File: src/rtl/register_file.sv
// register_file: 32x32 operand store with one synchronous write port and two gated combinational read ports
module register_file #(
    parameter int DATA_W = 32,
    parameter int ADDR_W = 5
) (
    input  logic              i_clk,
    input  logic              i_rst_n,
    input  logic [DATA_W-1:0] i_data,
    input  logic [ADDR_W-1:0] i_write_addr,
    input  logic              i_write_en,
    input  logic [ADDR_W-1:0] i_read_a,
    input  logic              i_read_a_en,
    output logic [DATA_W-1:0] o_data_a,
    input  logic [ADDR_W-1:0] i_read_b,
    input  logic              i_read_b_en,
    output logic [DATA_W-1:0] o_data_b
);
    localparam int DEPTH = 2 ** ADDR_W;

    logic [DATA_W-1:0] r_regs [DEPTH];

    // write port; reset clears every entry at once and overrides a pending write
    always_ff @(posedge i_clk or negedge i_rst_n) begin
        if (!i_rst_n) begin
            for (int i = 0; i < DEPTH; i++) r_regs[i] <= '0;
        end else if (i_write_en) begin
            r_regs[i_write_addr] <= i_data;
        end
    end

    // read ports see stored contents only, so a same-cycle write shows up after the edge
    always_comb begin
        o_data_a = i_read_a_en ? r_regs[i_read_a] : '0;
        o_data_b = i_read_b_en ? r_regs[i_read_b] : '0;
    end
endmodule

File: config.mk
export PLATFORM = sky130hd
export DESIGN_NAME = register_file
export DESIGN_NICKNAME = d
export VERILOG_FILES = /design/src/rtl/register_file.sv
export SDC_FILE = /design/constraint.sdc
export NUM_CORES = 2
export LEC_CHECK = 0
export CORE_AREA = 2 2 321 387
export DETAILED_ROUTE_END_ITERATION = 16
export DIE_AREA = 0 0 323 389
export GPL_TIMING_DRIVEN = 1
export MAX_ROUTING_LAYER = met4
export PLACE_DENSITY = 0.64
export SYNTH_ARGS = -nofsm -noshare
export SYNTH_HDL_FRONTEND = slang
export SYNTH_SLANG_ARGS = --single-unit
File: constraint.sdc
create_clock -name i_clk -period 4.3 [get_ports i_clk]
set_input_delay 0.43 -clock i_clk [delete_from_list [all_inputs] [get_ports i_clk]]
set_output_delay 0.43 -clock i_clk [all_outputs]
set_load 0.01 [all_outputs]
==> key figures <==
Synth
  • Largest area contributor in the netlist: dfrtp_1
  • Most used DFF post-synth: dfrtp_1
  • Yosys cell types: 34
  • Synth Area in Simple Gates: 0.8710%
  • Fraction of registers with async set/reset: 100.0%
  • Post-synthesis xor/xnor area fraction: 0%
  • Main combinational cell family by area after synthesis: multiplexers
  • Sequential-to-total area share from yosys stat: 46.94%
  • Mux share of post-synthesis cell area: 44.60%
  • Synth Register Bits: 1024
  • Post-Syn Area: 54590 um^2
  • Synth top area cells: dfrtp_1, mux2_2, mux4_2, mux2i_1, clkbuf_1
  • Synthesized area per cell: 15.40 um^2
  • Post-synthesis compound-gate area fraction: 4.098%
  • Yosys top cell area share: 46.94%
  • Cells after Synth: 3545
  • Post-synth net total: 3597
  • Synth Area in Adders: 0%
  • Post-synth EDFFs: 0
  • Synthesis Warnings: 0

Critical path
  • Worst Path Class, Setup: input port to output pin
  • Worst r2r path cells: 1
  • Critical Path End Type: output pin
  • Worst Path Required: 3870 ps
  • Worst Path Max Fanout: 39
  • R2r setup slk: 3460 ps
  • Nature of the critical path startpoint: input port
  • Arr. time, crit path: 3230 ps

Min path
  • Min-Delay Path Class: input port to async pin

STA
  • Final Skew: 0 ps
  • TNS Setup: 0 ps
  • RSZ-0062 raised after global routing: false
  • Least-Margin Pin Slew: 1253 ps
  • Tmin final: 3665 ps
  • Final setup viols: 0
  • Slew Viols, Final: 0
  • Final period utilization: 85.22%
  • Worst slew margin: 16.17%
  • Final hold vios: 0
  • Achievable frequency: 0.2729 GHz

Layout
  • Commonest non-fill, non-tap cell in the layout: mux2_2
  • Layout fillers: 10.37k
  • Commonest non-fill, non-tap cells in the layout: mux2_2, dfrtp_1, mux4_2, buf_4, mux2i_1
  • Share of cells above drive strength 1: 54.91%
  • Final Instance Count excl. Fillers: 5302
  • Top reg by flops: r_regs
  • Final instance area: 61700 um^2
  • Largest registers: r_regs (1024)
  • Largest register FFs: 1024
  • Area Overhead vs Synth: 13.03%
  • Nets: 3615

Place
  • Placed inst area: 58110 um^2
  • Port bufs: 115
  • Routability cong.: 0.8412
  • Cell total after placement: 5098
  • DP HPWL: 107.3 mm

Routing
  • Routed WL: 174.0 mm
  • DR pass1 iterations: 5
  • WL met3: 11.73 mm
  • Vias: 35.00k
  • Initial DRC Count: 3407
  • Top sig layer: met4
  • DR DRC count: 0
  • Wire length on met2: 84.15 mm
  • Met1 WL: 70.33 mm
  • Vias per cell: 6.602
  • Antenna Nets Post-Route: 0
  • Post-DR wirelength/cell: 32.81 um

CTS
  • Clk sinks: 1024
  • CTS Root Cell: clkbuf_16
  • Total CTS buffers: 106
  • CTS clk-pin slew, worst paths: 60 ps
  • Post-cts resize count: 0
  • Clock buffer depth: 3
  • H-tree levels: 3
  • CTS tree: yes
  • Clock latency on the worst-skew pair: 710 ps
  • Post-CTS setup buffer count: 0

Run
  • Max Cap Viol: 0

GRT
  • Overall Global Routing Usage: 28.75%
  • Global route overflow: 0
  • Vias in the first global route: 36.44k
  • First-pass GRT wire length: 255.4 mm
  • Pin count of the biggest net entering global routing: 104
  • Initial antenna violation count: 3

Power
  • Pleak: 26.18 nW
  • Pwr dens: 460.2 nW/um^2
  • Worst vdd ir: 0.3601 mV

Floorplanning
  • Die width: 323 um
  • Die Area: 125600 um^2
  • Boundary pin count: 116
  • # rows: 141
  • Starting density of the core: 44.71%
  • Die Span Y: 389 um
  • Core area: 122100 um^2

Outcome
  • Outcome: finished, final reports clean
## metal layers
layer  track usage [%]  up-vias
li1                  -    13930
met1             37.51    19230
met2             45.04     1465
met3             4.252      376
met4             12.28        0
met5                 -        -
## area by class of cell
| type | count | area (um^2) | area share, % |
|---|---|---|---|
| multi-input combinational | 2130 | 27260 | 44.17 |
| sequential | 1024 | 25620 | 41.53 |
| timing repair buffer | 299 | 3171 | 5.138 |
| clock buffer | 161 | 3151 | 5.106 |
| tap | 1644 | 2057 | 3.334 |
| clock inverter | 37 | 417.9 | 0.6773 |
| inverter | 2 | 12.51 | 0.02028 |
| antenna | 5 | 12.51 | 0.02028 |
## Yosys cell counts, types with 2 or more instances
cell type,number
inv_1,2
nor2_1,19
a31oi_1,64
nor3b_1,4
buf_6,7
clkbuf_1,170
o2111ai_1,17
buf_2,113
o21ai_1,5
buf_4,47
nand2_1,51
a221oi_1,47
nor2b_1,4
nand3_1,2
a22oi_1,64
buf_1,47
mux2_1,10
nor2_4,4
mux4_2,448
buf_12,4
nand2b_1,2
o21ai_0,42
and2_1,2
nand3b_1,4
mux2i_1,128
or2_2,3
mux2_2,1142
o221ai_1,64
dfrtp_1,1024
## path summary, 6_finish.rpt
path	start	to
max	i_read_b[0]	o_data_b[28]
min reg2reg	r_regs[611]$_DFFE_PN0P_	r_regs[611]$_DFFE_PN0P_
max in group asynchronous	i_rst_n	r_regs[830]$_DFFE_PN0P_
min in group i_clk	r_regs[611]$_DFFE_PN0P_	r_regs[611]$_DFFE_PN0P_
max reg2reg	r_regs[765]$_DFFE_PN0P_	r_regs[765]$_DFFE_PN0P_
min	i_rst_n	r_regs[953]$_DFFE_PN0P_
## cells by family (layout without fill, tap and decap cells)
logic type / after synthesis / after routing
compound gates: 303 / 303
buf+inv: 391 / 499
flops: 1024 / 1024
mux: 1728 / 1728
other cells: 0 / 5
simple gates: 99 / 99
## power breakdown
| part | internal [W] | total (W) | switching [W] |
|---|---|---|---|
| logic | 0.00360 | 0.00594 | 0.00234 |
| clock network | 0.00548 | 0.00955 | 0.00407 |
| registers | 0.0115 | 0.0129 | 0.00138 |
## repair_timing
action,4_1_cts,5_1_grt
endpoints found under the setup margin,0,0
endpoints found under the hold margin,68,0
hold buffers,1,0
## through the flow
step	power, W	worst slack (ps)	hold WS, ps	utilization (%)
6_report	0.02840	635.4	361.9	50.54
5_1_grt	0.02951	551.6	418.8	50.54
4_1_cts	0.02849	633.0	374.1	50.53
3_5_place_dp	0.01895	645.9	493.7	47.60
3_3_place_gp	0.01874	651.9	481.3	47.60
2_1_floorplan	0.01697	1969	134.4	-
## critical path, cell delays in order
cell and delay [ps]:
buf_6 530, buf_4 410, mux4_2 540, mux2_2 280, o221ai_1 270, a31oi_1 160, clkdlybuf4s50_1 590
Power figures use the tool's default switching activity.
